$ cat src/rtl/otter_iobus_timer.sv
// rtl/otter_iobus_timer.sv - memory-mapped interval timer on the OTTER I/O bus
module otter_iobus_timer #(
    parameter logic [31:0] BASE_ADDR = 32'h1101_0000,
    parameter int          PRESCALE  = 16
) (
    input  logic        CLK,
    input  logic        RESET,
    input  logic [31:0] IOBUS_ADDR,
    input  logic [31:0] IOBUS_OUT,
    input  logic        IOBUS_WR,
    output logic [31:0] IOBUS_IN,
    output logic        INTR
);

    localparam logic [15:0] PRE_MAX = 16'(PRESCALE - 1);

    logic [2:0]  ctrl_q,  ctrl_d;
    logic [31:0] load_q,  load_d;
    logic [31:0] count_q, count_d;
    logic        exp_q,   exp_d;
    logic [15:0] presc_q, presc_d;
    logic        intr_q,  intr_d;

    logic sel_ctrl, sel_load, sel_count, sel_stat;
    logic tick;

    assign sel_ctrl  = (IOBUS_ADDR == BASE_ADDR);
    assign sel_load  = (IOBUS_ADDR == BASE_ADDR + 32'h4);
    assign sel_count = (IOBUS_ADDR == BASE_ADDR + 32'h8);
    assign sel_stat  = (IOBUS_ADDR == BASE_ADDR + 32'hC);

    assign tick = ctrl_q[0] && (presc_q == PRE_MAX);

    always_comb begin
        ctrl_d  = ctrl_q;
        load_d  = load_q;
        count_d = count_q;
        exp_d   = exp_q;
        presc_d = (!ctrl_q[0] || tick) ? 16'd0 : presc_q + 16'd1;
        intr_d  = 1'b0;

        // Clear is evaluated before the tick so a same-edge expiry re-sets EXP.
        if (IOBUS_WR && sel_stat && IOBUS_OUT[0]) begin
            exp_d = 1'b0;
        end

        if (IOBUS_WR && sel_load) begin
            load_d  = IOBUS_OUT;
            count_d = IOBUS_OUT;
            presc_d = 16'd0;
        end else if (tick) begin
            if (count_q != 32'd0) begin
                count_d = count_q - 32'd1;
            end else begin
                exp_d  = 1'b1;
                intr_d = ctrl_q[2] && !intr_q;
                if (ctrl_q[1]) begin
                    count_d = load_q;
                end else begin
                    ctrl_d[0] = 1'b0;
                end
            end
        end

        // A CTRL write overrides the one-shot auto-disable above.
        if (IOBUS_WR && sel_ctrl) begin
            ctrl_d = IOBUS_OUT[2:0];
            if (!IOBUS_OUT[0]) begin
                presc_d = 16'd0;
            end
        end
    end

    always_ff @(posedge CLK or posedge RESET) begin
        if (RESET) begin
            ctrl_q  <= 3'd0;
            load_q  <= 32'd0;
            count_q <= 32'd0;
            exp_q   <= 1'b0;
            presc_q <= 16'd0;
            intr_q  <= 1'b0;
        end else begin
            ctrl_q  <= ctrl_d;
            load_q  <= load_d;
            count_q <= count_d;
            exp_q   <= exp_d;
            presc_q <= presc_d;
            intr_q  <= intr_d;
        end
    end

    always_comb begin
        IOBUS_IN = 32'd0;
        if (sel_ctrl) begin
            IOBUS_IN = {29'd0, ctrl_q};
        end else if (sel_load) begin
            IOBUS_IN = load_q;
        end else if (sel_count) begin
            IOBUS_IN = count_q;
        end else if (sel_stat) begin
            IOBUS_IN = {31'd0, exp_q};
        end
    end

    assign INTR = intr_q;

endmodule

$ cat config.mk
export PLATFORM = sky130hd
export DESIGN_NAME = otter_iobus_timer
export DESIGN_NICKNAME = d
export VERILOG_FILES = /design/src/rtl/otter_iobus_timer.sv
export SDC_FILE = /design/constraint.sdc
export NUM_CORES = 1
export LEC_CHECK = 0
export ABC_AREA = 1
export CAP_MARGIN = 15
export CORE_MARGIN = 5
export CORE_UTILIZATION = 59
export CTS_CLUSTER_DIAMETER = 60
export CTS_CLUSTER_SIZE = 10
export DETAILED_ROUTE_END_ITERATION = 12
export HOLD_SLACK_MARGIN = 0.15
export PLACE_DENSITY = 0.87
export REMOVE_ABC_BUFFERS = 1
export SETUP_SLACK_MARGIN = 0.2
export SLEW_MARGIN = 20
export SYNTH_ARGS = -nofsm -noshare
export SYNTH_HDL_FRONTEND = slang
export SYNTH_SLANG_ARGS = --single-unit
$ cat constraint.sdc
create_clock -name CLK -period 7.1 [get_ports CLK]
set_input_delay 2.13 -clock CLK [delete_from_list [all_inputs] [get_ports CLK]]
set_output_delay 2.13 -clock CLK [all_outputs]
set_load 0.05 [all_outputs]
Word-level counts from Yosys, hierarchy flattened --
Index checks and enable logic that the tools add are counted.
Storage, ports and cells: word-level logic and storage cells 56, register bits after elaboration 85
Cells by class: $add $sub $neg 2, muxes and demuxes 24, equal/unequal tests 8, reductions and logical operators 15
Operators by type and width (count):
- 2-to-1 mux 32 bit | 7
- == test 32 x 29 -> 1 bit, second input constant | 4
- 2-to-1 mux 16 bit | 4
- nonzero test 32 bit | 1
- subtractor 32 x 1 -> 32 bit, second input constant | 1
- adder 16 x 1 -> 16 bit, second input constant | 1
- == test 16 x 4 -> 1 bit, second input constant | 1
- 2-to-1 mux 1 bit | 13
- logical AND 1 bit | 6
- != test 2 x 1 -> 1 bit, second input constant | 3
- AND reduction 4 bit | 1
- nonzero test 2 bit | 2
- nonzero test 3 bit | 1
- logical NOT 1 bit | 2
- AND reduction 2 bit | 1
- logical OR 1 bit | 1

Longest topological paths before layout --
word-level depth 7, depth in mapped cells 13, gate-level depth less buffers 13

Worst setup path before layout --
No wires, ideal clock.
kind input-to-output, start point input IOBUS_ADDR[25], end point output IOBUS_IN[16], data required time 4.970 ns, stages 9, arrival 4.222 ns, slack 0.748 ns, cells stage by stage inv_1 -> nand2_1 -> nor2_1 -> nand2_1 -> nor2_2 -> nand2_1 -> nor2_2 -> clkinv_1 -> o31ai_1
On the way: word-level cells in the longest chain between the ends 4, elaborated cells on any way between the ends 6
RTL lines:
- start, declared | RTL line 8 | input logic [31:0] IOBUS_ADDR,
- == test 32 x 29 -> 1 bit | RTL line 29 | assign sel_count = (IOBUS_ADDR == BASE_ADDR + 32'h8);
- 2-to-1 mux 32 bit | RTL line 98 | end else if (sel_count) begin
- 2-to-1 mux 32 bit | RTL line 96 | end else if (sel_load) begin
- 2-to-1 mux 32 bit (*) | RTL line 94 | if (sel_ctrl) begin
- end, declared | RTL line 11 | output logic [31:0] IOBUS_IN,
Mark *: on every way between the ends. The rest lies on a longest branch, timed or not.

Final worst setup path --
start point input IOBUS_ADDR[24], end point output IOBUS_IN[30]
The elaborated chain is that of the path after synthesis.

==> metrics.yaml <==
hold_viol: 0
ys_types: 35
synth_compound_area_share_pct: 6.03
power.leakage_uw: 0.00399
cts_tree: "yes"
chipWidth_um: 112
num_rows: 37
hp-class: "flip-flop to flip-flop"
postCtsHoldBufs: 0
synth_warnings: 0
clk_latency_ns: 0.36
fmax_mhz: 154
cp_max_fo: 9
period_needed_ns: 6.49
path_class: "primary input to output pin"
muxShareOfSynthArea_pct: 0.183
core-area_um2: 10200
start_util_pct: 60.0
antenna_found_initial: 0
grt_usage_pct: 28.4
layout_common_cells: "341 x nand2_1, 135 x nor2_1, 100 x nand3_1, 88 x inv_1, 85 x dfrtp_1"
power_density_nw_per_um2: 114
globalRoute.totalOverflow: 0
synth_area_leaders: "dfrtp_1 35%, nand2_1 21%, nor2_1 8.3%"
synthAdderAreaFrac_pct: 0.612
fin_nets: 1109
yosys.area_share.simple_pct: 46.8
grt.met1_usage_pct: 39.0
wl_per_cell_um: 15.0
relSlewSlack_pct: 37.4
syn_inst: 954
whs_ns: 0.455
cp-end-kind: "output pin"
ys_seq_area_share_pct: 34.7
synth_ff_type: "dfrtp_1"
synth-async-reset-ratio_pct: 100
ios: 100
gr-usage-met3_pct: 5.60
grt_pass1_wl_um: 29400
min_period_over_period_pct: 91.4
cts_made_buffers: 9
num_vias: 6610
die_h_um: 112
rrSetupSlack_ns: 4.68
final_common_cell: "nand2_1"
syn_area_per_cell_um2: 6.43
dp_hpwl_um: 12700
htree_levels: 3
cts_num_sinks: 85
syn2layout_area_growth_pct: 24.5
routed_via_density: 5.62
multi_input_area_um2: 3470
cp.required_ns: 4.97
synth_seq_cells: 85
grtUsageMet2_pct: 44.6
syn_area_um2: 6140
antenna_left: 0
setup_viol: 0
max_cap_viol_count: 0
drtPass1Iterations: 5
setup-tns-final_ns: 0
outcome: "completed"
portBuffers: 99
grt_pass1_vias: 6188
diodes: 0
routed_wl_um: 17700
clk_pin_slew_worst_paths_ns: 0.08
cp.arrival_ns: 4.36
clk_path_buf_depth: 2
synth_top_area_share_pct: 34.7
gp_congestion: 0.962
drv_slew: 0
cts_setup_buffers: 0
initialDrtViolationCount: 631
cts_resized: 0
rsz0062_at_grt: "no"
startpoint_type: "primary input"
grt_max_degree: 49
num-fill-cells: 839
drc_errors: 0
synth_top_family_by_area: "simple AND/OR/NAND/NOR gates"
worstMarginPinSlew_ns: 0.938
top_usage_layer: "met2"
synth_edf_count: 0
finClkSkew_ns: 0.00957
peakVddDrop_mv: 0.114
synthXorXnorAreaFrac_pct: 3.00
die-area_um2: 12500
clk_root_buffer_cell: "clkbuf_8"
ff_latch_area_um2: 2130
yosysTopAreaCell: "dfrtp_1"
layout-drive-gt1-share_pct: 9.41
[synth_stat cells, types with 3 or more instances]
master and count:
inv_2 4, nor2_4 6, dfrtp_1 85, nor3_2 4
nand2_4 3, nor3_1 7, nand3_1 100, a21oi_1 5
ha_1 3, nand4_1 17, nand2_2 10, clkbuf_1 7
xor2_1 19, buf_4 4, buf_2 13, nor2_1 135
nand3b_1 5, o31ai_1 9, o21ai_1 3, nand2_1 341
o21ai_0 50, nor2_2 13, buf_6 5, inv_1 89
[routing by layer]
| layer | wire, um | vias to the layer above |
|---|---|---|
| li1 | - | 3175 |
| met1 | 7370 | 3037 |
| met2 | 7960 | 362 |
| met3 | 1920 | 36 |
| met4 | 412 | 0 |
| met5 | 0 | - |
[worst max-delay path, stage by stage]
cell and delay [ns]:
clkdlybuf4s50_1 0.48, nand2_1 0.08, nor2_1 0.10, nand2_1 0.07, nor2_2 0.20, nand2_1 0.10, nor2_2 0.12, clkinv_1 0.34
o31ai_1 0.54, buf_12 0.20
[per-stage QoR]
stage / util, % / cells / setup slack, ns / power [uW] / instance area (um2)
5_1_grt: 74.7 / 1177 / 0.474 / 897 / 7640
4_1_cts: 74.7 / 1177 / 0.630 / 873 / 7640
6_report: 74.7 / 1177 / 0.613 / 870 / 7640
2_1_floorplan: - / 925 / 0.251 / 508 / 5960
3_3_place_gp: 73.0 / 1164 / 0.667 / 551 / 7470
3_5_place_dp: 73.0 / 1164 / 0.626 / 552 / 7470
[cell families (layout without fill, tap and decap cells)]
kind of cell | count (synthesis) | in the layout
simple gates | 652 | 652
buf+inv | 124 | 211
flops | 85 | 85
compound gates | 68 | 68
xor+xnor | 21 | 21
fa+ha+maj | 3 | 3
mux | 1 | 1
[state kept, by name (all words and copies together) (netlist names)]
signal	cells
exp_q	1
INTR	1
presc_q	16
ctrl_q	3
count_q	32
load_q	32
[power breakdown]
part | leakage (uW) | internal [uW] | switching [uW]
registers | 0.00108 | 484 | 0.00000662
logic | 0.00283 | 34.7 | 23.6
clock network | 0.0000878 | 156 | 172
[path summary, 6_finish.rpt]
path                                start            to  cells past startpoint
hold reg to reg                presc_q[0]    presc_q[0]                      1
setup / recovery           IOBUS_ADDR[24]  IOBUS_IN[30]                     10
setup reg to reg               count_q[2]   count_q[27]                     11
min in group asynchronous           RESET     load_q[5]                      2
hold / removal                 presc_q[0]    presc_q[0]                      1
max in group asynchronous           RESET   count_q[20]                      3
[final cells by class]
| cell class | instances | area share, % |
|---|---|---|
| Clock inverter | 3 | 0.524 |
| Multi-Input combinational cell | 745 | 45.5 |
| Timing Repair Buffer | 103 | 17.6 |
| Inverter | 95 | 4.72 |
| Sequential cell | 85 | 27.8 |
| Tap cell | 136 | 2.23 |
| Clock buffer | 10 | 1.67 |
(Power assumes the default switching activity.)
